$ cat config.mk
export PLATFORM = sky130hd
export DESIGN_NAME = mem_bus_arb_flat
export DESIGN_NICKNAME = d
export VERILOG_FILES = /design/src/rtl/mem_bus_arb_pkg.sv /design/src/rtl/mem_bus_arb_if.sv /design/src/rtl/mem_bus_arb.sv /design/src/flat_wrapper.sv
export SDC_FILE = /design/constraint.sdc
export NUM_CORES = 1
export LEC_CHECK = 0
export ABC_AREA = 1
export CAP_MARGIN = 20
export CORE_AREA = 2 2 125 127
export DETAILED_ROUTE_END_ITERATION = 10
export DIE_AREA = 0 0 127 129
export SLEW_MARGIN = 5
export SYNTH_ARGS = -nofsm -noshare
export SYNTH_HDL_FRONTEND = slang
export SYNTH_SLANG_ARGS = --single-unit
$ cat constraint.sdc
create_clock -name clk -period 1.47 [get_ports clk]
set_clock_uncertainty 0.2 [all_clocks]
set_input_delay 0.294 -clock clk [delete_from_list [all_inputs] [get_ports clk]]
set_output_delay 0.294 -clock clk [all_outputs]
set_load 0.05 [all_outputs]
$ cat src/rtl/mem_bus_arb_pkg.sv
// rtl/mem_bus_arb_pkg.sv - shared state and index definitions for the two-master bus arbiter
package mem_bus_arb_pkg;

  localparam int MIDX_W = 1;

  typedef logic [MIDX_W-1:0] midx_t;

  typedef enum logic [1:0] {
    IDLE = 2'd0,
    REQ  = 2'd1,
    RSP  = 2'd2
  } state_t;

endpackage

$ cat src/rtl/mem_bus_arb_if.sv
// rtl/mem_bus_arb_if.sv - master-side and slave-side bus signals of the arbiter
interface mem_bus_arb_if;

  logic        m0_req_i;
  logic [31:0] m0_addr_i;
  logic [31:0] m0_wdata_i;
  logic        m0_we_i;
  logic [3:0]  m0_be_i;
  logic        m0_gnt_o;
  logic        m0_rvalid_o;
  logic [31:0] m0_rdata_o;
  logic        m0_err_o;

  logic        m1_req_i;
  logic [31:0] m1_addr_i;
  logic [31:0] m1_wdata_i;
  logic        m1_we_i;
  logic [3:0]  m1_be_i;
  logic        m1_gnt_o;
  logic        m1_rvalid_o;
  logic [31:0] m1_rdata_o;
  logic        m1_err_o;

  logic        s_req_o;
  logic        s_we_o;
  logic [31:0] s_addr_o;
  logic [31:0] s_wdata_o;
  logic [3:0]  s_be_o;
  logic        s_gnt_i;
  logic        s_rvalid_i;
  logic [31:0] s_rdata_i;

  // Arbiter view.
  modport slave (
    input  m0_req_i, m0_addr_i, m0_wdata_i, m0_we_i, m0_be_i,
    input  m1_req_i, m1_addr_i, m1_wdata_i, m1_we_i, m1_be_i,
    input  s_gnt_i, s_rvalid_i, s_rdata_i,
    output m0_gnt_o, m0_rvalid_o, m0_rdata_o, m0_err_o,
    output m1_gnt_o, m1_rvalid_o, m1_rdata_o, m1_err_o,
    output s_req_o, s_we_o, s_addr_o, s_wdata_o, s_be_o
  );

  // Environment view: requesting masters plus the memory slave.
  modport master (
    output m0_req_i, m0_addr_i, m0_wdata_i, m0_we_i, m0_be_i,
    output m1_req_i, m1_addr_i, m1_wdata_i, m1_we_i, m1_be_i,
    output s_gnt_i, s_rvalid_i, s_rdata_i,
    input  m0_gnt_o, m0_rvalid_o, m0_rdata_o, m0_err_o,
    input  m1_gnt_o, m1_rvalid_o, m1_rdata_o, m1_err_o,
    input  s_req_o, s_we_o, s_addr_o, s_wdata_o, s_be_o
  );

endinterface

$ cat src/rtl/mem_bus_arb.sv
// rtl/mem_bus_arb.sv - two-master, one-outstanding memory bus arbiter with response watchdog
module mem_bus_arb
  import mem_bus_arb_pkg::*;
#(
  parameter bit RoundRobin = 1'b1,
  parameter int Timeout    = 255
) (
  input  logic          clk,
  input  logic          rst_n,
  mem_bus_arb_if.slave  bus,
  output logic          busy_o
);

  localparam int          CntW    = (Timeout > 0) ? $clog2(Timeout + 1) : 1;
  localparam bit          WdogEn  = (Timeout != 0);
  localparam [CntW-1:0]   TmoLast = CntW'((Timeout > 0) ? Timeout - 1 : 0);

  state_t          state;
  midx_t           owner;
  midx_t           last_grant;
  logic [CntW-1:0] cnt;

  logic  any_req;
  midx_t sel;
  midx_t drv;
  logic  s_req;
  logic  gnt;
  logic  rsp_done;
  logic  tmo;

  always_comb begin
    any_req = bus.m0_req_i | bus.m1_req_i;
    sel     = midx_t'(0);
    if (bus.m0_req_i && bus.m1_req_i) begin
      sel = (RoundRobin && last_grant == midx_t'(0)) ? midx_t'(1) : midx_t'(0);
    end else if (bus.m1_req_i) begin
      sel = midx_t'(1);
    end
  end

  // In IDLE the live selection drives the slave; afterwards only the latched owner does.
  assign drv   = (state == IDLE) ? sel : owner;
  assign s_req = !rst_n && ((state == IDLE && any_req) || state == REQ);
  assign gnt   = s_req && bus.s_gnt_i;

  assign rsp_done = !rst_n && state == RSP && bus.s_rvalid_i;
  assign tmo      = WdogEn && !rst_n && state == RSP && !bus.s_rvalid_i && cnt == TmoLast;

  assign bus.s_req_o   = s_req;
  assign bus.s_addr_o  = !s_req ? '0 : (drv == midx_t'(0)) ? bus.m0_addr_i  : bus.m1_addr_i;
  assign bus.s_wdata_o = !s_req ? '0 : (drv == midx_t'(0)) ? bus.m0_wdata_i : bus.m1_wdata_i;
  assign bus.s_we_o    = !s_req ? '0 : (drv == midx_t'(0)) ? bus.m0_we_i    : bus.m1_we_i;
  assign bus.s_be_o    = !s_req ? '0 : (drv == midx_t'(0)) ? bus.m0_be_i    : bus.m1_be_i;

  assign bus.m0_gnt_o    = gnt && drv == midx_t'(0);
  assign bus.m1_gnt_o    = gnt && drv == midx_t'(1);
  assign bus.m0_rvalid_o = (rsp_done || tmo) && owner == midx_t'(0);
  assign bus.m1_rvalid_o = (rsp_done || tmo) && owner == midx_t'(1);
  assign bus.m0_err_o    = tmo && owner == midx_t'(0);
  assign bus.m1_err_o    = tmo && owner == midx_t'(1);
  assign bus.m0_rdata_o  = (rsp_done && owner == midx_t'(0)) ? bus.s_rdata_i : '0;
  assign bus.m1_rdata_o  = (rsp_done && owner == midx_t'(1)) ? bus.s_rdata_i : '0;

  assign busy_o = !rst_n && state != IDLE;

  always_ff @(posedge clk) begin
    if (rst_n) begin
      state      <= IDLE;
      owner      <= midx_t'(0);
      last_grant <= midx_t'(1);
      cnt        <= '0;
    end else begin
      case (state)
        IDLE: begin
          if (any_req) begin
            owner <= sel;
            if (bus.s_gnt_i) begin
              state      <= RSP;
              last_grant <= sel;
              cnt        <= '0;
            end else begin
              state <= REQ;
            end
          end
        end
        REQ: begin
          if (bus.s_gnt_i) begin
            state      <= RSP;
            last_grant <= owner;
            cnt        <= '0;
          end
        end
        RSP: begin
          if (bus.s_rvalid_i || tmo) begin
            state <= IDLE;
          end else begin
            cnt <= cnt + CntW'(1);
          end
        end
        default: state <= IDLE;
      endcase
    end
  end

endmodule

$ cat src/flat_wrapper.sv
// flat-port wrapper written by rule: the top's interface ports become plain ports
module mem_bus_arb_flat import mem_bus_arb_pkg::*;
#(
  parameter bit RoundRobin = 1'b1,
  parameter int Timeout    = 255
)
  (clk, rst_n, busy_o, bus_m0_req_i, bus_m0_addr_i, bus_m0_wdata_i, bus_m0_we_i, bus_m0_be_i, bus_m1_req_i, bus_m1_addr_i, bus_m1_wdata_i, bus_m1_we_i, bus_m1_be_i, bus_s_gnt_i, bus_s_rvalid_i, bus_s_rdata_i, bus_m0_gnt_o, bus_m0_rvalid_o, bus_m0_rdata_o, bus_m0_err_o, bus_m1_gnt_o, bus_m1_rvalid_o, bus_m1_rdata_o, bus_m1_err_o, bus_s_req_o, bus_s_we_o, bus_s_addr_o, bus_s_wdata_o, bus_s_be_o);
  mem_bus_arb_if bus_i ();
  input  logic clk;
  input  logic rst_n;
  output logic busy_o;
  input wire logic [$bits(bus_i.m0_req_i)-1:0] bus_m0_req_i;
  input wire logic [$bits(bus_i.m0_addr_i)-1:0] bus_m0_addr_i;
  input wire logic [$bits(bus_i.m0_wdata_i)-1:0] bus_m0_wdata_i;
  input wire logic [$bits(bus_i.m0_we_i)-1:0] bus_m0_we_i;
  input wire logic [$bits(bus_i.m0_be_i)-1:0] bus_m0_be_i;
  input wire logic [$bits(bus_i.m1_req_i)-1:0] bus_m1_req_i;
  input wire logic [$bits(bus_i.m1_addr_i)-1:0] bus_m1_addr_i;
  input wire logic [$bits(bus_i.m1_wdata_i)-1:0] bus_m1_wdata_i;
  input wire logic [$bits(bus_i.m1_we_i)-1:0] bus_m1_we_i;
  input wire logic [$bits(bus_i.m1_be_i)-1:0] bus_m1_be_i;
  input wire logic [$bits(bus_i.s_gnt_i)-1:0] bus_s_gnt_i;
  input wire logic [$bits(bus_i.s_rvalid_i)-1:0] bus_s_rvalid_i;
  input wire logic [$bits(bus_i.s_rdata_i)-1:0] bus_s_rdata_i;
  output wire logic [$bits(bus_i.m0_gnt_o)-1:0] bus_m0_gnt_o;
  output wire logic [$bits(bus_i.m0_rvalid_o)-1:0] bus_m0_rvalid_o;
  output wire logic [$bits(bus_i.m0_rdata_o)-1:0] bus_m0_rdata_o;
  output wire logic [$bits(bus_i.m0_err_o)-1:0] bus_m0_err_o;
  output wire logic [$bits(bus_i.m1_gnt_o)-1:0] bus_m1_gnt_o;
  output wire logic [$bits(bus_i.m1_rvalid_o)-1:0] bus_m1_rvalid_o;
  output wire logic [$bits(bus_i.m1_rdata_o)-1:0] bus_m1_rdata_o;
  output wire logic [$bits(bus_i.m1_err_o)-1:0] bus_m1_err_o;
  output wire logic [$bits(bus_i.s_req_o)-1:0] bus_s_req_o;
  output wire logic [$bits(bus_i.s_we_o)-1:0] bus_s_we_o;
  output wire logic [$bits(bus_i.s_addr_o)-1:0] bus_s_addr_o;
  output wire logic [$bits(bus_i.s_wdata_o)-1:0] bus_s_wdata_o;
  output wire logic [$bits(bus_i.s_be_o)-1:0] bus_s_be_o;
  assign bus_i.m0_req_i = bus_m0_req_i;
  assign bus_i.m0_addr_i = bus_m0_addr_i;
  assign bus_i.m0_wdata_i = bus_m0_wdata_i;
  assign bus_i.m0_we_i = bus_m0_we_i;
  assign bus_i.m0_be_i = bus_m0_be_i;
  assign bus_i.m1_req_i = bus_m1_req_i;
  assign bus_i.m1_addr_i = bus_m1_addr_i;
  assign bus_i.m1_wdata_i = bus_m1_wdata_i;
  assign bus_i.m1_we_i = bus_m1_we_i;
  assign bus_i.m1_be_i = bus_m1_be_i;
  assign bus_i.s_gnt_i = bus_s_gnt_i;
  assign bus_i.s_rvalid_i = bus_s_rvalid_i;
  assign bus_i.s_rdata_i = bus_s_rdata_i;
  assign bus_m0_gnt_o = bus_i.m0_gnt_o;
  assign bus_m0_rvalid_o = bus_i.m0_rvalid_o;
  assign bus_m0_rdata_o = bus_i.m0_rdata_o;
  assign bus_m0_err_o = bus_i.m0_err_o;
  assign bus_m1_gnt_o = bus_i.m1_gnt_o;
  assign bus_m1_rvalid_o = bus_i.m1_rvalid_o;
  assign bus_m1_rdata_o = bus_i.m1_rdata_o;
  assign bus_m1_err_o = bus_i.m1_err_o;
  assign bus_s_req_o = bus_i.s_req_o;
  assign bus_s_we_o = bus_i.s_we_o;
  assign bus_s_addr_o = bus_i.s_addr_o;
  assign bus_s_wdata_o = bus_i.s_wdata_o;
  assign bus_s_be_o = bus_i.s_be_o;
  mem_bus_arb #(.RoundRobin(RoundRobin), .Timeout(Timeout)) u_core (.clk(clk), .rst_n(rst_n), .bus(bus_i), .busy_o(busy_o));
endmodule
==> metrics.cfg, run 1 <==
[global_routing]
grt_max_degree=31
grt_usage_pct=19.7
grt_pass1_vias=4668
grt.overflow.total=0
grt_pass1_wl_um=25300
antenna_found_initial=0

[setup_path]
worstPathRequired_ps=980
crit_path_end_kind=output pin
path_class=register to output pin
worstPathArrival_ps=1670
crit_fanout=6
startpoint_type=register

[layout]
fin_nets=1003
drive_gt1_share_pct=65.3
final_area_mm2=0.0100
final_cell_mix=clkdlybuf4s50_1, nor2_4, buf_12, nor2_2
syn2layout_area_growth_pct=372
fillers=1094
mostFrequentLayoutCell=clkdlybuf4s50_1
n_antenna_cell=0

[die]
rows=45
io-pin-count=317
core_area_mm2=0.0150
die_y_um=129
die-area_mm2=0.0164
die_w_um=127
initial_core_util_pct=14.2

[min_path]
hold_class=input port to register

[power_and_ir_drop]
ir_drop_mv=0.339
leakage_nw=3.77
cellPowerDensity_mw_per_mm2=489

[synthesis]
yosys.area_share.xor_xnor_pct=0
synth_area_mm2=0.00213
synth_compound_area_share_pct=21.5
ys_warn_count=0
synth_fa_ha_area_share_pct=1.17
muxShareOfSynthArea_pct=0
synthSimpleGateAreaFrac_pct=50.9
synthCells=447
ys_seq_area_share_pct=11.3
synth_cell_type_count=25
synth-seq-cells=12
synth_top_family_by_area=simple AND/OR/NAND/NOR gates
synth_nets=625
syn_avg_cell_area_um2=4.77

[cts]
cts_hold_buf=0
cts-buffers-inserted=3
cts_buffer_depth=2
clock_sinks=12
clkTransAtPathRegs_ps=40
tritoncts=built
clk_latency_ps=240
clockRootBuffer=clkbuf_16
h-tree-depth=1

[sta]
worstMarginPinSlew_ps=345
max_slew_margin_pct=76.9
setup_tns_ps=-89160
setup-violations-final=151
slew_violations=0
worst_slack_ps=-699
post-route-period-util_pct=148
post-route-min-period_ps=2170
fmax_ghz=0.461
whs_ps=256
finalHoldViolations=0
rsz0062_at_grt=yes

[job]
cap_viol_max_count=0

[placed_design]
place_area_mm2=0.00824
gp_congestion=0.809
portBuffers=316
place_hpwl_um=12800

[route]
drc=0
ant_nets=0
dr.first_iter.drc_count=97
routed_wl_um=18400
wl_per_cell_um=18.1
vias=4507
routed_via_density=4.45
dr.pass1.iters=4

[status]
status=finished with violations
violations=setup timing

## Yosys cell counts, drive strengths merged
cell	n	share of area, %
a21boi	1	0.35
a21oi	12	2.8
and3	1	0.29
buf	24	5.9
clkbuf	5	0.88
dfxtp	12	11
ha	2	1.2
inv	47	8.4
nand2	22	4.7
nand3	15	5.1
nand4	1	0.29
nor2	225	40
nor3	2	0.47
o21ai	75	18
o21bai	2	0.70
or2	1	0.29
## per-layer routing
metal	wire, um	track usage [%]	share of wire, %
met5	0	0	0
met4	621	6.40	3.4
met3	1310	3.87	7.1
met2	10000	39.4	55
met1	6400	20.6	35
## through the flow
step	total power, mW	setup slack [ps]	utilization, %	instances
floorplan	1.93	-342	-	447
global placement	3.45	-1000	55.0	966
detailed placement	3.49	-1010	55.0	966
CTS	4.66	-699	63.7	995
global route	5.10	-738	67.1	1012
finish	4.91	-699	67.1	1012
## layout make-up
cell class / count / area (um^2) / area share, %
inverter: 47 / 191 / 1.90
clock buffer: 4 / 88.8 / 0.884
tap: 188 / 235 / 2.34
sequential: 12 / 253 / 2.51
timing repair buffer: 402 / 5860 / 58.3
multi-input combinational: 359 / 3420 / 34.1
## report_power, final
| group | leakage (nW) | switching, mW | internal (mW) | total [mW] |
|---|---|---|---|---|
| registers | 0.101 | 0.0214 | 0.354 | 0.375 |
| clock network | 0.0442 | 0.143 | 0.410 | 0.553 |
| logic | 3.62 | 2.05 | 1.93 | 3.98 |
| total | 3.77 | 2.22 | 2.69 | 4.91 |
## state kept, by name, summed over array words and instances, names as in the netlist
register           cells
u_core.cnt             8
u_core.last_grant      1
u_core.owner           1
u_core.state           2
## timing repair
item / CTS / global route
setup buffers: 12 / 9
resized for setup: 218 / 73
setup endpoints to repair: 152 / 151
cloned: 14 / 12
pin swaps: 12 / 24
## worst paths after layout
check                    start                 to  slack [ps]  cells past startpoint
min reg2reg  u_core.last_grant  u_core.last_grant         360                      3
max reg2reg    u_core.state[0]      u_core.cnt[7]        -410                     12
min               bus_m1_req_i       u_core.owner         260                      4
max            u_core.state[0]   bus_s_wdata_o[7]        -700                      8
## cell families (layout without fill, tap and decap cells)
logic type,count (synthesis),after routing
adders and majority gates,2,2
and+or+nand+nor,267,267
DFF,12,12
AOI/OAI and AO/OA,90,90
buffers and inverters,76,453
## worst max-delay path, stage by stage, from the launching register on
cell     delay (ps)
dfxtp_4         360
o21ai_2         170
nand2_4         110
buf_6           150
buf_12          130
buf_16          150
o21ai_4         160
nor2_4           50
buf_12          140
No activity file was read; power rests on OpenSTA's default activity.
==> run 2: changes to the inputs <==
Settings changed: HOLD_SLACK_MARGIN set to 0.03.
==> results of run 2 <==
Same layout as run 1: the final DEF is identical, and so are final timing and power.
==> run 3: changes to the inputs <==
Settings changed: ABC_AREA 1 to not set, CORE_AREA 2 2 125 127 to 2 2 123 125, DIE_AREA 0 0 127 129 to 0 0 125 127, SKIP_LAST_GASP set to 1.
Clock period 1.47 ns to 1.8 ns, I/O delays scaled along.
==> run 3 against run 2 <==
Compared with the run above:
- the flow still finishes with violations (setup timing)
- sequential power is 22% lower
- first-iteration DRC count is 23% higher
- synthesized cell count decreased by 13%
- critical endpoint is now bus_s_addr_o[30]
- routed wire length is 1.2% higher
- design area grew 2.8%
==> metrics.cfg, run 3 <==
[die]
die_w_um=125  ; was 127 um
die-area_mm2=0.0159  ; was 0.0164 mm^2
core_area_mm2=0.0144  ; was 0.0150 mm^2
io-pin-count=317  ; unchanged
die_y_um=127  ; was 129 um
rows=44  ; was 45
initial_core_util_pct=15.9  ; was 14.2%

[synthesis]
synth-seq-cells=12  ; unchanged
synth_cell_type_count=38  ; was 25
yosys.area.top_type=and2_1  ; was nor2_1
synth_area_mm2=0.00229  ; was 0.00213 mm^2
synthTopCellsByArea=and2_1, nand3_1, nand2_1  ; was nor2_1, o21ai_0, dfxtp_1
ys_warn_count=0  ; unchanged
ys_seq_area_share_pct=10.5  ; was 11.3%
synth_enable_flop_cells=0  ; unchanged
synth_top_area_share_pct=17.5  ; was 39.5%
synthCells=391  ; was 447
synthTopCellsByCount=nand3_1, nand2_1, and2_1  ; was nor2_1, o21ai_0, inv_1
synth.most_common_cell=nand3_1  ; was nor2_1
syn_avg_cell_area_um2=5.86  ; was 4.77 um^2
synth_nets=569  ; was 625
synth_ff_type=dfxtp_1  ; unchanged
async_reset_ff_share_pct=0  ; unchanged

[sta]
whs_ps=278  ; was 256 ps
post-route-min-period_ps=2410
post-route-period-util_pct=134
rsz0062_at_grt=yes  ; unchanged
worst_slack_ps=-615  ; was -699 ps
finalHoldViolations=0  ; unchanged
slew_violations=0  ; unchanged
fmax_ghz=0.414
worstMarginPinSlew_ps=302  ; was 345 ps
max_slew_margin_pct=79.8  ; was 76.9%
setup-violations-final=148  ; was 151

[min_path]
min_to=u_core.state[1]  ; was u_core.owner
hp-start=bus_m0_req_i  ; was bus_m1_req_i
holdPathStages=3  ; was 4
hold_class=input port to register  ; unchanged

[setup_path]
slowest_stage=or3_4  ; was dfxtp_4
rr_startpoint=u_core.state[0]  ; unchanged
crit_buf_inv=5  ; was 4
path_cells=nor3_2 -> or3_4 -> inv_8 -> buf_8 -> buf_6 -> buf_16 -> nand2_4 -> o21ai_4 -> buf_12  ; was o21ai_2 -> nand2_4 -> buf_6 -> buf_12 -> buf_16 -> o21ai_4 -> nor2_4 -> buf_12
slowest_delay_ps=370  ; was 360 ps
critical-path-top-delay-family=buffers and inverters  ; unchanged
r2r_cells=6  ; was 12
worstPathArrival_ps=1850  ; was 1670 ps
path_class=register to output pin  ; unchanged
worstPathRequired_ps=1240  ; was 980 ps
crit_path_end_kind=output pin  ; unchanged
rr_endpoint=u_core.cnt[3]  ; was u_core.cnt[7]
startpoint_type=register  ; unchanged
timing.reg2reg.setup_slack_ps=-70  ; was -410 ps
crit_fanout=5  ; was 6

[layout]
fin_nets=978  ; was 1003
reg.largest.list=u_core.cnt: 8 flops, u_core.state: 2 flops  ; unchanged
drive_gt1_share_pct=65.1  ; was 65.3%
n_antenna_cell=0  ; unchanged
syn2layout_area_growth_pct=351  ; was 372%
mostFrequentLayoutCell=clkdlybuf4s50_1  ; unchanged
fillers=953  ; was 1094
largest_reg_flops=8  ; unchanged
final_cell_mix=clkdlybuf4s50_1, buf_12, o21ai_4, and2_4, buf_4  ; was clkdlybuf4s50_1, nor2_4, buf_12, nor2_2
final_core_util_pct=71.6  ; was 67.1%
max_flop_register=u_core.cnt  ; unchanged

[placed_design]
gp_congestion=0.853  ; was 0.809
portBuffers=316  ; unchanged
place_hpwl_um=12600  ; was 12800 um

[global_routing]
grt.overflow.total=0  ; unchanged
grt_pass1_wl_um=27300  ; was 25300 um
grt_max_degree=15  ; was 31
grt_pass1_vias=4821  ; was 4668
grt_usage_pct=21.4  ; was 19.7%
antenna_found_initial=0  ; unchanged

[cts]
clkTransAtPathRegs_ps=40  ; about the same
clockRootBuffer=clkbuf_16  ; unchanged
cts-buffers-inserted=3  ; unchanged
clock_sinks=12  ; unchanged
clk_latency_ps=240  ; about the same
h-tree-depth=1  ; unchanged
cts_buffer_depth=2  ; unchanged
tritoncts=built  ; unchanged

[job]
cap_viol_max_count=0  ; unchanged

[route]
wl_per_cell_um=18.9  ; was 18.1 um
routed_via_density=4.62  ; was 4.45
dr.first_iter.drc_count=119  ; was 97
drc=0  ; unchanged
vias=4539  ; was 4507
ant_nets=0  ; unchanged
dr.pass1.iters=4  ; unchanged
routed_wl_um=18600  ; was 18400 um

[power_and_ir_drop]
cellPowerDensity_mw_per_mm2=403  ; was 489 mW/mm^2
power_mw=4.16  ; was 4.91 mW
ir_drop_mv=0.235  ; was 0.339 mV
leakage_nw=4.15  ; was 3.77 nW

[status]
violations=setup timing  ; unchanged
status=finished with violations  ; unchanged

==> run 3: worst reg2reg max path, stage by stage, from the launching register on <==
cell	delay, ps
dfxtp_4	350
buf_6	120
buf_4	130
nor3b_1	230
o21ai_1	120
and3b_2	300
a211o_1	310
==> run 3: where the power goes <==
group | internal [mW] | switching (mW) | leakage (nW) | total [mW]
logic | 1.81 | 1.65 | 4.01 | 3.46
clock network | 0.298 | 0.110 | 0.0382 | 0.408
registers | 0.278 | 0.0130 | 0.0999 | 0.291
total | 2.38 | 1.78 | 4.15 | 4.16
==> run 3: worst max path at each step <==
stage / from / to / cells after the start
3_3_place_gp: bus_m0_req_i / bus_s_addr_o[16] / 8
5_1_grt: u_core.state[0] / bus_s_addr_o[1] / 8
4_1_cts: u_core.state[0] / bus_s_wdata_o[24] / 8
2_1_floorplan: u_core.cnt[0] / bus_m0_rvalid_o / 6
6_report: u_core.state[0] / bus_s_addr_o[30] / 9
3_5_place_dp: bus_m0_req_i / bus_s_addr_o[5] / 8
==> run 3: repair_timing <==
action | CTS | global route
setup endpoints to repair | 150 | 150
gates resized for setup | 130 | 54
hold buffers | 0 | 0
pin swaps | 48 | 17
gates cloned | 23 | 5
buffers inserted | 43 | 14
==> run 3: layout make-up <==
class	count	area [um^2]	area share (%)
Multi-Input combinational cell	337	3330	32.2
Tap cell	184	230	2.23
Timing Repair Buffer	443	6420	62.2
Inverter	3	18.8	0.182
Clock buffer	4	78.8	0.763
Sequential cell	12	250	2.42
==> run 3: layer usage <==
metal | vias to the layer above | wire, um | GRT usage (%)
met4 | 0 | 282 | 4.58
met5 | - | 0 | 0
met1 | 2160 | 6460 | 22.5
met2 | 207 | 10700 | 44.0
met3 | 14 | 1120 | 3.89
li1 | 2158 | - | -
==> run 3: logic make-up (layout without fill, tap and decap cells) <==
group | after synthesis | after routing | synth area share (%)
compound gates | 84 | 84 | 20.1
fa+ha+maj | 2 | 2 | 1.09
buf+inv | 42 | 450 | 11.6
flops | 12 | 12 | 10.5
mux | 1 | 1 | 0.601
simple gates | 250 | 250 | 56.1
==> run 3: stage by stage <==
stage / cells / TNS [ps] / setup WS, ps / cell area (um^2)
4_1_cts: 972 / -77960 / -608 / 10000
5_1_grt: 983 / -88970 / -685 / 10300
2_1_floorplan: 391 / -27290 / -420 / 3550
3_3_place_gp: 902 / -118870 / -961 / 8520
6_report: 983 / -78100 / -615 / 10300
3_5_place_dp: 902 / -122030 / -1010 / 8520
